===== src/rtl/divider_arbiter_pkg.sv =====
// Shared types and constants for the round-robin divider arbiter.
// Tag id is sized for the largest supported requester count.
package divider_arbiter_pkg;

    localparam int DIV_WIDTH   = 9;
    localparam int DIV_LATENCY = 4;
    localparam int MAX_REQ     = 8;
    localparam int ID_W        = $clog2(MAX_REQ);

    typedef struct packed {
        logic                 valid;
        logic [ID_W-1:0]      id;
        logic                 dz;
        logic [DIV_WIDTH-1:0] a;
    } div_tag_t;

endpackage


===== src/rtl/divider_arbiter_div.sv =====
// Pipelined unsigned restoring divider, LAT register stages.
// Data registers carry no reset; validity is tracked by the caller.
module divider_arbiter_div #(
    parameter int W   = 9,
    parameter int LAT = 4
) (
    input  logic         clk_in,
    input  logic [W-1:0] dividend_in,
    input  logic [W-1:0] divisor_in,
    output logic [W-1:0] quotient_out,
    output logic [W-1:0] remainder_out
);

    localparam int STEPS = (W + LAT - 1) / LAT;

    logic [W-1:0] rem_q [1:LAT];
    logic [W-1:0] quo_q [1:LAT];
    logic [W-1:0] dvs_q [1:LAT];

    logic [W-1:0] in_r [0:LAT-1];
    logic [W-1:0] in_q [0:LAT-1];
    logic [W-1:0] in_b [0:LAT-1];
    logic [W-1:0] nx_r [0:LAT-1];
    logic [W-1:0] nx_q [0:LAT-1];

    logic [W-1:0] r;
    logic [W-1:0] q;
    logic [W:0]   t;

    // Each stage retires STEPS quotient bits, MSB first.
    always_comb begin
        r = '0;
        q = '0;
        t = '0;
        in_r[0] = '0;
        in_q[0] = dividend_in;
        in_b[0] = divisor_in;
        for (int s = 1; s < LAT; s++) begin
            in_r[s] = rem_q[s];
            in_q[s] = quo_q[s];
            in_b[s] = dvs_q[s];
        end
        for (int s = 0; s < LAT; s++) begin
            r = in_r[s];
            q = in_q[s];
            for (int k = 0; k < STEPS; k++) begin
                if (s * STEPS + k < W) begin
                    t = {r, q[W-1]};
                    q = {q[W-2:0], 1'b0};
                    if (t >= {1'b0, in_b[s]}) begin
                        t    = t - {1'b0, in_b[s]};
                        q[0] = 1'b1;
                    end
                    r = t[W-1:0];
                end
            end
            nx_r[s] = r;
            nx_q[s] = q;
        end
    end

    always_ff @(posedge clk_in) begin
        for (int s = 0; s < LAT; s++) begin
            rem_q[s+1] <= nx_r[s];
            quo_q[s+1] <= nx_q[s];
            dvs_q[s+1] <= in_b[s];
        end
    end

    assign quotient_out  = quo_q[LAT];
    assign remainder_out = rem_q[LAT];

endmodule


===== src/rtl/divider_arbiter.sv =====
// Round-robin sharing of one pipelined divider among NUM_REQ requesters.
// Results return tagged by requester on a one-hot strobe bus.
module divider_arbiter
    import divider_arbiter_pkg::*;
#(
    parameter int NUM_REQ     = 4,
    parameter int WIDTH       = 9,
    parameter int DIV_LATENCY = 4,
    localparam int PTR_W      = $clog2(NUM_REQ)
) (
    input  logic                     clk_in,
    input  logic                     rst_in,
    input  logic                     flush_in,
    input  logic [NUM_REQ-1:0]       req_valid_in,
    input  logic [NUM_REQ*WIDTH-1:0] req_dividend_in,
    input  logic [NUM_REQ*WIDTH-1:0] req_divisor_in,
    output logic [NUM_REQ-1:0]       req_ready_out,
    output logic [NUM_REQ-1:0]       res_valid_out,
    output logic [PTR_W-1:0]         res_id_out,
    output logic [WIDTH-1:0]         res_quotient_out,
    output logic [WIDTH-1:0]         res_remainder_out,
    output logic                     res_div_zero_out,
    output logic                     busy_out
);

    if (WIDTH != DIV_WIDTH) begin : g_bad_width
        $error("divider_arbiter: WIDTH must equal DIV_WIDTH");
    end
    if (NUM_REQ < 2 || NUM_REQ > MAX_REQ) begin : g_bad_num_req
        $error("divider_arbiter: NUM_REQ out of range");
    end

    logic [PTR_W-1:0] ptr_q;
    logic [PTR_W-1:0] grant;
    logic [PTR_W:0]   scan;
    logic             found;
    logic             accept;
    logic [WIDTH-1:0] sel_a;
    logic [WIDTH-1:0] sel_b;
    logic [WIDTH-1:0] opa_q;
    logic [WIDTH-1:0] opb_q;
    logic [WIDTH-1:0] div_q;
    logic [WIDTH-1:0] div_r;
    div_tag_t         tag_d;
    div_tag_t         tag_q [0:DIV_LATENCY];
    div_tag_t         tail;

    // First valid requester at or after the pointer, wrapping.
    always_comb begin
        found = 1'b0;
        grant = '0;
        scan  = '0;
        for (int i = 0; i < NUM_REQ; i++) begin
            scan = {1'b0, ptr_q} + (PTR_W+1)'(i);
            if (scan >= (PTR_W+1)'(NUM_REQ)) begin
                scan = scan - (PTR_W+1)'(NUM_REQ);
            end
            if (!found && req_valid_in[scan[PTR_W-1:0]]) begin
                found = 1'b1;
                grant = scan[PTR_W-1:0];
            end
        end
    end

    assign accept        = found && !flush_in;
    assign req_ready_out = accept ? (NUM_REQ'(1) << grant) : '0;

    always_comb begin
        sel_a = '0;
        sel_b = '0;
        for (int i = 0; i < NUM_REQ; i++) begin
            if (grant == PTR_W'(i)) begin
                sel_a = req_dividend_in[i*WIDTH +: WIDTH];
                sel_b = req_divisor_in[i*WIDTH +: WIDTH];
            end
        end
    end

    always_comb begin
        tag_d       = '0;
        tag_d.valid = accept;
        tag_d.id    = ID_W'(grant);
        tag_d.dz    = (sel_b == '0);
        tag_d.a     = sel_a;
    end

    always_ff @(posedge clk_in or negedge rst_in) begin
        if (!rst_in) begin
            ptr_q <= '0;
        end else if (accept) begin
            if (grant == PTR_W'(NUM_REQ - 1)) ptr_q <= '0;
            else                              ptr_q <= grant + 1'b1;
        end
    end

    always_ff @(posedge clk_in) begin
        if (accept) begin
            opa_q <= sel_a;
            opb_q <= sel_b;
        end
    end

    always_ff @(posedge clk_in or negedge rst_in) begin
        if (!rst_in) begin
            for (int i = 0; i <= DIV_LATENCY; i++) tag_q[i] <= '0;
        end else begin
            tag_q[0] <= tag_d;
            for (int i = 1; i <= DIV_LATENCY; i++) tag_q[i] <= tag_q[i-1];
            if (flush_in) begin
                for (int i = 0; i <= DIV_LATENCY; i++) tag_q[i].valid <= 1'b0;
            end
        end
    end

    divider_arbiter_div #(
        .W   (WIDTH),
        .LAT (DIV_LATENCY)
    ) u_div (
        .clk_in        (clk_in),
        .dividend_in   (opa_q),
        .divisor_in    (opb_q),
        .quotient_out  (div_q),
        .remainder_out (div_r)
    );

    assign tail = tag_q[DIV_LATENCY];

    // Result fields hold their last value between strobes.
    always_ff @(posedge clk_in or negedge rst_in) begin
        if (!rst_in) begin
            res_valid_out     <= '0;
            res_id_out        <= '0;
            res_quotient_out  <= '0;
            res_remainder_out <= '0;
            res_div_zero_out  <= 1'b0;
        end else begin
            res_valid_out <= '0;
            if (tail.valid && !flush_in) begin
                res_valid_out     <= NUM_REQ'(1) << tail.id;
                res_id_out        <= PTR_W'(tail.id);
                res_quotient_out  <= tail.dz ? '1 : div_q;
                res_remainder_out <= tail.dz ? tail.a : div_r;
                res_div_zero_out  <= tail.dz;
            end
        end
    end

    always_comb begin
        busy_out = |res_valid_out;
        for (int i = 0; i <= DIV_LATENCY; i++) begin
            busy_out = busy_out | tag_q[i].valid;
        end
    end

endmodule


===== config.mk =====
export PLATFORM = sky130hd
export DESIGN_NAME = divider_arbiter
export DESIGN_NICKNAME = d
export VERILOG_FILES = /design/src/rtl/divider_arbiter_pkg.sv /design/src/rtl/divider_arbiter_div.sv /design/src/rtl/divider_arbiter.sv
export SDC_FILE = /design/constraint.sdc
export NUM_CORES = 1
export LEC_CHECK = 0
export BUFFER_PORTS_ARGS = -buffer_cell sky130_fd_sc_hd__buf_2
export CAP_MARGIN = 10
export CORE_ASPECT_RATIO = 0.7
export CORE_UTILIZATION = 45
export DETAILED_ROUTE_END_ITERATION = 12
export GPL_TIMING_DRIVEN = 0
export PLACE_DENSITY = 0.77
export SLEW_MARGIN = 15
export SYNTH_ARGS = -nofsm -noshare
export SYNTH_HDL_FRONTEND = slang
export SYNTH_SLANG_ARGS = --single-unit

===== constraint.sdc =====
create_clock -name clk_in -period 5.4 [get_ports clk_in]
set_input_delay 1.35 -clock clk_in [delete_from_list [all_inputs] [get_ports clk_in]]
set_output_delay 1.35 -clock clk_in [all_outputs]
set_load 0.03 [all_outputs]

==> metrics.txt <==
synth top area cells dfrtp_1, dfxtp_1, ha_1; core box area ~0.021 sq mm; global-route wire length before repair a little over 40 mm; RSZ-0062 raised after global routing yes; Critical Path Start u_div.quo_q[0][26]$_DFF_P_; DRT Pass-1 Iters 5; Num CTS Buffers 17; initial drt markers 807; flop and latch count out of synthesis 200; period utilization 1.058; fraction of layout cells with a size suffix above 1 0.3160; worst min path class register to register; reg-to-reg startpoint u_div.quo_q[0][26]$_DFF_P_; clk sink count 200; CTS tree done; list of most frequent post-synthesis cells dfrtp_1, dfxtp_1, nand2_1, ha_1, nor2_1; post-synth top area share 0.2380; final hold viol count 0; Peak Freq roughly 0.17 GHz; CP max stage delay 0.38 ns; vias after detailed routing around 8100; sequential fraction of the synthesis area 0.4801; CTS max path bufs 2; Synth Cell Area between 0.009 and 0.01 sq mm; placed instance count roughly 1300; Syn-to-layout area delta 29.54%; Top-Level Pins 109; Netlist cell types 63; post-synthesis mux area share 0.06390; largest family of logic cells by synthesized area compound AO/OA/AOI/OAI gates; final setup violation count 19; slowest CP cell fa_2; root buffer cell clkbuf_16; XOR/XNOR Fraction of Synth Area 0.04256; Starting Density 0.4624; failing checks negative setup slack; max_cap viols 0; async set-reset flop share out of synthesis 0.4600; post-DR wirelength/cell between 15 and 20 um; Routed Antenna Nets 0; CP max FO 8; initial antenna violation count 2; Die Ht 124.7 um; gr usage total 0.2351; Slew headroom 0.3668; Clock Latency Late Sink roughly 0.43 ns; Data arrival, critical path a little over 6 ns; H-tree Lvls 4; Fillers 1580; largest net degree at the start of global routing between 60 and 70; Layout Cells excl Fill approximately 1400; final core occ 0.5990; post-synthesis adder-cell area fraction 0.1174; post-synth net total ~1100; vias per inst 5.628; Syn Area/Cell between 10 and 15 sq um; Final min period 5.715 ns; hpwl dp between 15 and 20 mm; startpoint types register; GR Overflow Total 0; # rows 44; post-placement cell area about 0.011 sq mm; CP delay by family, top compound AO/OA/AOI/OAI gates; cell count after synthesis 942; residual DRC count 0; number of global-route vias before repair 7813; Die Footprint 0.02210 sq mm; Fin Hold WS 0.3298 ns; CP Capture Type register; max-slew violations 0; Clock Pin Slew Worst Setup and Hold Paths approximately 0.07 ns; post-layout net count ~1300; Most used DFF post-synth dfrtp_1; worst r2r path cells 25; IO Port Bufs roughly 110; reg2reg end u_div.rem_q[0][27]$_DFF_P_; Critical Path End u_div.rem_q[0][27]$_DFF_P_; CP required 5.74 ns; GPL Wtd Cong just under 0.9; reg-to-reg slack, setup -0.31 ns; final worst slack -0.3146 ns; logic depth of the worst path, buffers included 25; worst slew pin tran 0.9488 ns; Synth Area in Simple Gates 0.1199; WL final approximately 27 mm; Compound-Gate Fraction of Synth Area 0.1394; Yosys top cell by area dfrtp_1; clock skew approximately 0.011 ns; Worst Path Buf+Inv 5; Yosys Warn Count 0; most common cell in the netlist dfrtp_1; final instance area 0.01253 sq mm; critical path class register to register; EDFF count, synth 18; cell mode on critical path ha_4; Die Wd 177.2 um; status finished with violations
## per-stage QoR
stage          setup WS, ns  setup TNS, ns
4_1_cts             -0.1189         -1.507
3_3_place_gp        -0.6379         -12.42
6_report            -0.3146         -3.292
2_1_floorplan      0.004186              0
3_5_place_dp        -0.7290         -15.31
5_1_grt             -0.4182         -6.300
## kinds of logic after synthesis
family	Yosys count
buffers and inverters	90
DFF	200
and+or+nand+nor	249
AOI/OAI and AO/OA	213
muxes	57
xor gates and xnor gates	47
adders and majority gates	86
## registers in the layout, summed over array words and instances, names as in the netlist
name / cells
u_div.rem_q: 36
u_div.quo_q: 36
res_div_zero_out: 1
res_remainder_out: 9
res_valid_out: 4
res_id_out: 2
opb_q: 9
u_div.dvs_q: 18
ptr_q: 2
opa_q: 9
tag_q: 65
res_quotient_out: 9
## what timing repair did
action	CTS	global route
cloned	3	0
pin swaps	44	46
resized for setup	89	64
endpoints found under the setup margin	31	31
hold buffers	0	0
setup buffers	51	29
## per-layer routing
layer	wire length (um)	global-route usage	vias to the layer above
li1	-	-	3728
met1	11780	0.3245	3887
met2	12820	0.3732	377
met3	1925	0.04151	68
met4	615	0.07404	0
met5	0	0	-
## layout by cell type, fill, tap and decap left out, types with 13 or more instances in the layout
master       n
buf_2      108
dfrtp_1     92
ha_4        16
mux2i_1     15
nor2_1      65
a21oi_1     44
nor2b_1     20
o21ai_0     53
mux2_2      23
nand4_1     13
nand2_1     80
clkbuf_1    14
xor2_1      21
a22oi_1     17
inv_1       57
dfxtp_1     84
xnor2_1     25
ha_1        59
clkbuf_16   17
buf_4       63
nor3_1      17
edfxtp_1    18
mux2_4      15
## worst min path at each step
stage	startpoint	endpoint	slack, ns	cells past startpoint
5_1_grt	u_div.quo_q[0][20]$_DFF_P_	u_div.quo_q[0][32]$_DFF_P_	0.34	0
3_3_place_gp	u_div.rem_q[0][32]$_DFF_P_	u_div.rem_q[0][41]$_DFF_P_	0.31	0
3_5_place_dp	u_div.rem_q[0][32]$_DFF_P_	u_div.rem_q[0][41]$_DFF_P_	0.31	0
4_1_cts	u_div.rem_q[0][34]$_DFF_P_	u_div.rem_q[0][43]$_DFF_P_	0.33	0
6_report	u_div.quo_q[0][28]$_DFF_P_	u_div.quo_q[0][37]$_DFF_P_	0.33	0
2_1_floorplan	u_div.quo_q[0][9]$_DFF_P_	u_div.quo_q[0][21]$_DFF_P_	0.31	0
## cell type report
type | count | area, sq um | area share
multi-input cells | 654 | 5369 | 0.4285
flip-flops and latches | 200 | 4657 | 0.3716
repair buffers | 180 | 1167 | 0.09316
clock buffers | 18 | 439.2 | 0.03505
well taps | 276 | 345.3 | 0.02756
inverters | 66 | 247.7 | 0.01977
clock inverters | 14 | 182.7 | 0.01458
plain buffers | 23 | 120.1 | 0.009586
diodes | 1 | 2.502 | 0.0001997
Power is not shown: default switching activity piles up to over one toggle a cycle in this logic, so the estimate is an artifact.
